`config.mk`:
```
export PLATFORM = sky130hd
export DESIGN_NAME = alu_mc
export DESIGN_NICKNAME = d
export VERILOG_FILES = /design/src/rtl/alu_pkg.sv /design/src/rtl/alu_mc_iter.sv /design/src/rtl/alu_mc.sv
export SDC_FILE = /design/constraint.sdc
export NUM_CORES = 1
export LEC_CHECK = 0
export CORE_MARGIN = 2
export CORE_UTILIZATION = 59
export CTS_CLUSTER_SIZE = 40
export DETAILED_ROUTE_END_ITERATION = 10
export MAX_ROUTING_LAYER = met4
export PLACE_DENSITY = 0.87
export SYNTH_ARGS = -nofsm -noshare
export SYNTH_HDL_FRONTEND = slang
export SYNTH_HIERARCHICAL = 1
export SYNTH_SLANG_ARGS = --single-unit
export TNS_END_PERCENT = 30
```
`constraint.sdc`:
```
create_clock -name clk -period 5 [get_ports clk]
set_clock_uncertainty 0.15 [all_clocks]
set_input_delay 0.75 -clock clk [delete_from_list [all_inputs] [get_ports clk]]
set_output_delay 0.75 -clock clk [all_outputs]
set_load 0.05 [all_outputs]
```
`src/rtl/alu_pkg.sv`:
```
`default_nettype none
// ============================================================================
// alu_pkg : opcodes and FSM state encoding shared by alu_mc and alu_mc_iter
// Revision: 1.0
// ============================================================================
package alu_pkg;

  localparam logic [3:0] ALU_AND   = 4'b0000;
  localparam logic [3:0] ALU_OR    = 4'b0001;
  localparam logic [3:0] ALU_ADD   = 4'b0010;
  localparam logic [3:0] ALU_MULTU = 4'b0011;
  localparam logic [3:0] ALU_SUB   = 4'b0110;
  localparam logic [3:0] ALU_SLT   = 4'b0111;
  localparam logic [3:0] ALU_SLTU  = 4'b1000;
  localparam logic [3:0] ALU_DIVU  = 4'b1010;
  localparam logic [3:0] ALU_NOR   = 4'b1100;

  typedef enum logic [1:0] {
    S_IDLE = 2'd0,
    S_BUSY = 2'd1,
    S_DONE = 2'd2
  } state_t;

endpackage
`default_nettype wire

```
`src/rtl/alu_mc_iter.sv`:
```
`default_nettype none
// ============================================================================
// alu_mc_iter : shared HI/LO shift register, adder/subtractor and counter for
//               MULTU (shift-add) and, with ALU_DIV_EN, DIVU (restoring)
// Revision: 1.0
// ============================================================================
module alu_mc_iter #(
  parameter int WIDTH = 32
) (
  input  logic             clk,
  input  logic             reset,
  input  logic             load,
  input  logic             step,
`ifdef ALU_DIV_EN
  input  logic             is_div,
`endif
  input  logic [WIDTH-1:0] a,
  input  logic [WIDTH-1:0] b,
  output logic [WIDTH-1:0] hi_next,
  output logic [WIDTH-1:0] lo_next,
  output logic             last
);

  localparam int CNTW = $clog2(WIDTH) + 1;

  logic [WIDTH-1:0] hi;
  logic [WIDTH-1:0] lo;
  logic [WIDTH-1:0] opnd;
  logic [CNTW-1:0]  count;
  logic [WIDTH:0]   mul_sum;
`ifdef ALU_DIV_EN
  logic             div_mode;
  logic [WIDTH:0]   shifted;
  logic             qbit;
`endif

  // LO starts as the multiplier (or dividend); each step consumes one of its bits.
  always_comb begin
    mul_sum = {1'b0, hi} + (lo[0] ? {1'b0, opnd} : '0);
    hi_next = mul_sum[WIDTH:1];
    lo_next = {mul_sum[0], lo[WIDTH-1:1]};
`ifdef ALU_DIV_EN
    shifted = {hi, lo[WIDTH-1]};
    qbit    = (shifted >= {1'b0, opnd});
    if (div_mode) begin
      hi_next = qbit ? WIDTH'(shifted - {1'b0, opnd}) : shifted[WIDTH-1:0];
      lo_next = {lo[WIDTH-2:0], qbit};
    end
`endif
  end

  assign last = (count == CNTW'(WIDTH - 1));

  always_ff @(posedge clk) begin
    if (reset) begin
      hi    <= '0;
      lo    <= '0;
      opnd  <= '0;
      count <= '0;
`ifdef ALU_DIV_EN
      div_mode <= 1'b0;
`endif
    end else if (load) begin
      hi    <= '0;
      count <= '0;
`ifdef ALU_DIV_EN
      div_mode <= is_div;
      lo       <= is_div ? a : b;
      opnd     <= is_div ? b : a;
`else
      lo    <= b;
      opnd  <= a;
`endif
    end else if (step) begin
      hi    <= hi_next;
      lo    <= lo_next;
      count <= count + 1'b1;
    end
  end

endmodule
`default_nettype wire

```
`src/rtl/alu_mc.sv`:
```
`default_nettype none
// ============================================================================
// alu_mc : multi-cycle MIPS ALU, registered single-cycle ops plus iterative
//          MULTU and optional DIVU (enabled by defining ALU_DIV_EN)
// Revision: 1.0
// ============================================================================
module alu_mc
  import alu_pkg::*;
#(
  parameter int WIDTH = 32
) (
  input  logic             clk,
  input  logic             reset,
  input  logic             inValid,
  output logic             inReady,
  input  logic [3:0]       control,
  input  logic [WIDTH-1:0] inputA,
  input  logic [WIDTH-1:0] inputB,
  output logic             outValid,
  output logic [WIDTH-1:0] aluResult,
  output logic [WIDTH-1:0] resultHi,
  output logic             zero
);

  state_t           state;
  logic [WIDTH-1:0] sc_result;
  logic             is_iter;
  logic             iter_load;
  logic             iter_last;
  logic [WIDTH-1:0] hi_next;
  logic [WIDTH-1:0] lo_next;

  // Unlisted codes (and DIVU without the divider) fall through to a zero result.
  always_comb begin
    sc_result = '0;
    case (control)
      ALU_AND:  sc_result = inputA & inputB;
      ALU_OR:   sc_result = inputA | inputB;
      ALU_ADD:  sc_result = inputA + inputB;
      ALU_SUB:  sc_result = inputA - inputB;
      ALU_SLT:  sc_result = {{(WIDTH-1){1'b0}}, ($signed(inputA) < $signed(inputB))};
      ALU_SLTU: sc_result = {{(WIDTH-1){1'b0}}, (inputA < inputB)};
      ALU_NOR:  sc_result = ~(inputA | inputB);
      default:  sc_result = '0;
    endcase
  end

`ifdef ALU_DIV_EN
  assign is_iter = (control == ALU_MULTU) || (control == ALU_DIVU);
`else
  assign is_iter = (control == ALU_MULTU);
`endif

  assign iter_load = (state == S_IDLE) && inValid && is_iter;

  alu_mc_iter #(.WIDTH(WIDTH)) u_iter (
    .clk     (clk),
    .reset   (reset),
    .load    (iter_load),
    .step    (state == S_BUSY),
`ifdef ALU_DIV_EN
    .is_div  (control == ALU_DIVU),
`endif
    .a       (inputA),
    .b       (inputB),
    .hi_next (hi_next),
    .lo_next (lo_next),
    .last    (iter_last)
  );

  always_ff @(posedge clk) begin
    if (reset) begin
      state     <= S_IDLE;
      inReady   <= 1'b1;
      outValid  <= 1'b0;
      aluResult <= '0;
      resultHi  <= '0;
      zero      <= 1'b1;
    end else begin
      case (state)
        S_IDLE: begin
          outValid <= 1'b0;
          if (inValid) begin
            inReady <= 1'b0;
            if (is_iter) begin
              state <= S_BUSY;
            end else begin
              state     <= S_DONE;
              outValid  <= 1'b1;
              aluResult <= sc_result;
              resultHi  <= '0;
              zero      <= (sc_result == '0);
            end
          end
        end
        S_BUSY: begin
          // Capture the final iteration's combinational result on the way out.
          if (iter_last) begin
            state     <= S_DONE;
            outValid  <= 1'b1;
            aluResult <= lo_next;
            resultHi  <= hi_next;
            zero      <= (lo_next == '0);
          end
        end
        S_DONE: begin
          state    <= S_IDLE;
          outValid <= 1'b0;
          inReady  <= 1'b1;
        end
        default: begin
          state    <= S_IDLE;
          outValid <= 1'b0;
          inReady  <= 1'b1;
        end
      endcase
    end
  end

endmodule
`default_nettype wire
```
# After elaboration in Yosys (flattened, before gate mapping)
# Index checks and enable logic that the tools add are counted.
# word_totals
ff_bits,171
inputBits,71
out_inout_bits,67
wordCells,70
# classes
addsub,4
order_cmp,2
n_eq_ne,12
n_mux,26
n_bitwise,4
reduce_logical,12
# ops
operator,count
$mux 32,9
$pmux 32 s7,1
$pmux 32 s2,2
$logic_not 32->1,2
$lt 32x32->1,2
$add 32x33->33,1
$add 32x32->32,1
$and 32x32->32,1
$not 32->32,1
$or 32x32->32,1
$sub 32x32->32,1
$eq 4x2->1 const B,2
$eq 4x3->1 const B,2
$eq 4x4->1 const B,2
$mux 1,7
$add 6x1->6 const B,1
$eq 6x5->1 const B,1
$mux 2,3
$ne 2x2->1 const B,3
$pmux 1 s2,3
$eq 4x1->1 const B,1
$logic_not 4->1,1
$pmux 2 s2,1
$reduce_and 2->1,2
other kinds (7),9

# Logic depth before layout (Yosys ltp)
# logic_depth
ltp_word,7
ltp_mapped,15
ltp_nobuf,15

# Cells and area by module
# The synthesis kept the hierarchy.
# by_module_without_submodules
mod,n_inst,cells_per_inst,area_per_inst_um2,seq_area_each_um2
alu_mc,1,1231,8647.0,1381.3
alu_mc_iter,1,737,6169.7,2042.0

# Worst setup path before layout
# OpenSTA, ideal clock, no wires.
# synth_timing
path_kind,in2reg
startpoint,input inputA[0]
endpoint,register zero
setup_time_ns,0.059
arrival_time_ns,3.597
required_time_ns,4.791
setup_slack_ns,1.194
cell_stages,15
n_path_buf,0
cell_sequence,inv_1 -> ha_1 -> inv_1 -> fa_1 -> nor2b_1 -> o221ai_1 -> a21oi_1 -> a2111oi_2 -> nor3b_1 -> a221oi_2 -> o22ai_1 -> nand3b_1 -> or4_1 -> nor4_2 -> a31o_1
# synth_via
elab_chain_cells,7
elab_cells_between_ends,12
classes_between,add/sub: 2; order compare: 2; mux: 4; bitwise: 3; reduce/logical: 1
# synth_lines
item,line,source
"start, declared",alu_mc.sv:17,"input logic [WIDTH-1:0] inputA,"
branches (longest 2 deep; another with $sub 32x32->32),-,
$pmux 32 s7 (*),alu_mc.sv:36,case (control)
$logic_not 32->1 (*),alu_mc.sv:92,zero <= (sc_result == '0);
$mux 1 (*),alu_mc.sv:85,if (is_iter) begin
$mux 1 (*),alu_mc.sv:83,if (inValid) begin
$pmux 1 s2 (*),alu_mc.sv:80,case (state)
"end signal, assigned",alu_mc.sv:92,
"end signal, assigned",alu_mc.sv:103,zero <= (lo_next == '0);
"end, declared",alu_mc.sv:22,output logic zero
# Mark *: on every way between the ends. The select of a mux whose other input is x is not followed.
# A chain may end at the register's enable or synchronous reset.

# Worst setup path in the final report
# Same ends and word-level chain as after synthesis.

==> impl.org <==
** CTS
- The tree is rooted in a sky130_fd_sc_hd__clkbuf_16.
- Clock tree from TritonCTS :: built
- Gates resized during post-CTS repair numbered 0.
- Maximum count of clock buffers along a single path :: 2
- The clock reaches the later pin of the worst-skew pair after approximately 0.45 ns.
- Buffers inserted during clock tree synthesis total 17.
- The H-tree generated during clock tree synthesis spans 4 levels.
- Hold-fix buffers at CTS :: 0
- Post-CTS timing repair inserted 0 buffers for setup.
- Total number of clock tree sinks :: ~170
- After clock tree synthesis, the clock-pin slew on the worst setup and hold paths is 0.08 ns.

** Synthesis
- After synthesis the netlist holds a flip-flop and latch count of between 150 and 200.
- The synthesized design contains 0 enable-type register cells.
- For this run, the leading register cell type out of synthesis is sky130_fd_sc_hd__dfxtp_1.
- Total of warnings raised by yosys :: 6
- Net count after synthesis :: around 2,200
- Proportion of synthesized flip-flops having asynchronous set or reset :: 0
- Area of the mapped netlist :: between 10,000 and 15,000 µm²
- Seq/Total Area, Yosys :: 0.231
- Cell types with the largest area share after synthesis :: sky130_fd_sc_hd__dfxtp_1, sky130_fd_sc_hd__ha_1, sky130_fd_sc_hd__nor2_1
- Averaged over all synthesized cells, the footprint is 7.53 µm².
- Number of library cell types mapped by synthesis :: 96
- Synth Instances :: between 1,500 and 2,000
- Post-synth top area share :: 0.231
- Leading area contributor after synthesis :: sky130_fd_sc_hd__dfxtp_1

** Floorplan
- Measured along the y axis, the die boundary spans approximately 160 µm.
- The floorplan has 57 rows.
- Top-level I/O count :: ~140
- For this configuration, the core starts out at a cell density of 0.606.
- Overall die area :: 26,400 µm²
- The die is 162 µm wide.
- Core area :: approximately 24,000 µm²

** Setup path
- Critical Path Max Stage Delay :: around 0.56 ns
- On the critical path, the stage with the largest delay is an instance of sky130_fd_sc_hd__or4_1.
- Arrival time of the worst setup path :: 4.85 ns
- Largest fanout on the critical path :: 4
- The critical path starts at inputA[0].
- The worst setup path is captured at a flop.
- In this run the register-to-register setup slack is about 0.97 ns.
- Ordered cell list for the critical path :: clkdlybuf4s50_1, inv_1, ha_1, inv_1, fa_1, nor2b_1, o221ai_1, a31oi_1, nor4_2, o221a_2, o22ai_1, or4_1, nor3_2, nand4b_1, nor4_2, a31o_1
- WS Path Type :: in -> reg
- Endpoint of the lowest-slack register-to-register path :: resultHi[28]
- Worst setup path end :: zero
- R2R depth :: 12
- Data required time at the worst endpoint :: 5.23 ns
- STA classifies the critical path startpoint as an input pin.
- Reg2Reg Launch Point :: u_iter/lo[0]

** STA
- Final Setup Violations :: 0
- Dividing the final minimum period by the clock period gives 0.924.
- Static timing analysis puts the maximum clock frequency at around 220 MHz.
- In the final timing run, aggregate negative setup slack is 0 ns.
- Headroom to the max-slew limit came out at 0.276.
- Final critical delay including setup and external delays :: 4.62 ns
- For the pin with the worst max-slew slack, the measured transition is between 1 and 1.5 ns.
- Unrepaired setup endpoints after global routing :: false
- The number of pins exceeding their max-slew limit in the final report is 0.
- Count of endpoints failing hold in the final timing report :: 0

** Pwr
- Share of power burned in combinational logic :: 0.293
- The internal power of the cells totals between 2 and 2.5 mW.
- Cell area power density :: ~220 nW/µm²
- Worst vdd ir :: between 0.2 and 0.25 mV
- Static Leakage :: slightly above 7 nW
- Switching share of power :: 0.361
- Net switching component of the power :: between 1 and 1.5 mW
- Clock network power share :: 0.345
- Of the total power, registers draw 0.363.

** Global route
- Overall global routing resource usage :: 0.416
- For met2 alone, demand over resource in global routing was 0.663.
- Largest net degree at the start of global routing :: 104
- First-pass GRT wire length :: 83,600 µm
- For met3 alone, demand over resource in global routing was 0.0537.
- Summed over all layers, the global routing overflow is 0.
- The layer flagged by global routing as most heavily used is met2.
- Antenna violations before repair :: 1
- The number of global-route vias before repair is approximately 15,000.
- Global-route met1 utilization :: 0.506

** Detailed routing
- Drt wl/cell :: between 20 and 25 µm
- Count of unresolved DRC violations after routing :: 0
- In this run, the number of DRC markers left after iteration 0 of detailed routing was around 1,800.
- Post-detailed-route count of antenna-violating nets :: 0
- Dividing the detail-routed via count by the number of cells gives around 6.7.
- Detailed routing inserted a total of between 15,000 and 20,000 vias.
- First-pass iteration count of the detailed router :: 7
- Summed over all layers, the routed wires come to between 50,000 and 60,000 µm.

** Finish
- Share of the core filled with cells in the final layout :: 0.711
- Final net count :: ~2,300
- Fraction of final layout cells sized beyond drive strength 1 :: 0.0949
- Relative to the synthesized area, the layout overhead comes to 17.3%.

** Placed design
- The count of buffers added on input and output ports is approximately 140.
- The wire-length estimate of the detail-placed layout is 41,400 µm.
- The congestion estimate from routability-driven global placement came to 1.02.

** Worst hold path
- Worst Hold Class :: reg -> reg

** Job
- Across the run, the number of max-cap violations was 0.

** Outcome
- The flow ran to the end, and the final reports show no timing, DRC or antenna violations.
==> worst max-delay path: cells and delay by family <==
| kind | cells | cell delay [ns] |
|---|---|---|
| AO/OA/AOI/OAI | 5 | 1.13 |
| buffers and inverters | 3 | 0.68 |
| adder cells (fa/ha/maj) | 2 | 0.56 |
| AND/OR/NAND/NOR | 6 | 1.75 |
==> per-layer routing <==
metal / share of wire / vias to the layer above
met1: 0.39 / 7588
met5: 0 / -
met2: 0.46 / 970
li1: - / 7282
met3: 0.085 / 238
met4: 0.067 / 0
==> power by group through the flow <==
stage | Sequential, mW | Combinational, mW | Clock [mW]
floorplan | 1.50 | 0.599 | 0
global placement | 1.44 | 1.10 | 0
detailed placement | 1.44 | 1.10 | 0
CTS | 1.41 | 1.11 | 1.34
global route | 1.41 | 1.21 | 1.40
finish | 1.41 | 1.14 | 1.34
==> layout by cell type (no fill, tap or decap), types with 25 or more instances in the layout <==
| master | synthesis | routed |
|---|---|---|
| sky130_fd_sc_hd__nor3_1 | 30 | 30 |
| sky130_fd_sc_hd__ha_1 | 132 | 132 |
| sky130_fd_sc_hd__and2_1 | 36 | 36 |
| sky130_fd_sc_hd__buf_4 | 33 | 104 |
| sky130_fd_sc_hd__a21o_1 | 25 | 25 |
| sky130_fd_sc_hd__nor2_1 | 287 | 286 |
| sky130_fd_sc_hd__a22oi_1 | 54 | 54 |
| sky130_fd_sc_hd__o21ai_0 | 74 | 74 |
| sky130_fd_sc_hd__mux2i_1 | 99 | 99 |
| sky130_fd_sc_hd__inv_1 | 107 | 106 |
| sky130_fd_sc_hd__a21oi_1 | 182 | 182 |
| sky130_fd_sc_hd__dfxtp_1 | 171 | 171 |
| sky130_fd_sc_hd__nand3_1 | 25 | 25 |
| sky130_fd_sc_hd__o211ai_1 | 25 | 25 |
| sky130_fd_sc_hd__nand2_1 | 131 | 131 |
| sky130_fd_sc_hd__clkdlybuf4s50_1 | 0 | 136 |
==> final cells by class <==
type,count,area (µm²)
tap,324,405
clock buffer,17,425
timing repair buffer,248,2300
inverter,115,434
fill,1970,7080
sequential,171,3420
antenna,1,2.50
clock inverter,15,168
multi-input combinational,1520,10200
==> flip-flops by register name, indices dropped and copies added (netlist names) <==
register	cells
u_iter/hi	32
aluResult	32
u_iter/count	6
outValid	1
resultHi	32
u_iter/opnd	32
state	2
zero	1
u_iter/lo	32
inReady	1
==> stage by stage <==
stage	cell area, µm²	setup slack [ns]	hold slack (ns)	std cells	power [mW]
floorplan	14800	1.19	0.302	1968	2.10
detailed placement	16800	0.0271	0.298	2378	2.54
CTS	17400	0.465	0.318	2410	3.86
global route	17400	0.211	0.324	2411	4.02
global placement	16800	0.0802	0.291	2378	2.54
finish	17400	0.382	0.324	2411	3.89
==> cell families after synthesis <==
kind of cell | Yosys count | synth area share
xor+xnor | 35 | 0.0207
compound gates | 595 | 0.277
simple gates | 656 | 0.209
buf+inv | 277 | 0.0800
fa+ha+maj | 135 | 0.116
flops | 171 | 0.231
mux | 99 | 0.0669
==> synth_stat cells (23+ instances only) <==
master,number
sky130_fd_sc_hd__nor2_1,287
sky130_fd_sc_hd__a21oi_1,182
sky130_fd_sc_hd__dfxtp_1,171
sky130_fd_sc_hd__ha_1,132
sky130_fd_sc_hd__nand2_1,131
sky130_fd_sc_hd__inv_1,107
sky130_fd_sc_hd__mux2i_1,99
sky130_fd_sc_hd__clkbuf_1,95
sky130_fd_sc_hd__o21ai_0,74
sky130_fd_sc_hd__a22oi_1,54
sky130_fd_sc_hd__and2_1,36
sky130_fd_sc_hd__buf_4,33
sky130_fd_sc_hd__nor3_1,30
sky130_fd_sc_hd__a21o_1,25
sky130_fd_sc_hd__nand3_1,25
sky130_fd_sc_hd__o211ai_1,25
sky130_fd_sc_hd__nand4_1,24
sky130_fd_sc_hd__o221ai_1,24
sky130_fd_sc_hd__xnor2_1,23
==> worst min-delay path by stage <==
stage	startpoint	end	slack, ns	cells past startpoint
global placement	aluResult[13]	aluResult[13]	0.29	2
detailed placement	aluResult[11]	aluResult[11]	0.30	2
global route	aluResult[11]	aluResult[11]	0.32	2
CTS	aluResult[11]	aluResult[11]	0.32	2
floorplan	u_iter/opnd[0]	u_iter/opnd[0]	0.30	2
finish	aluResult[6]	aluResult[6]	0.32	2
(Power assumes the default switching activity.)
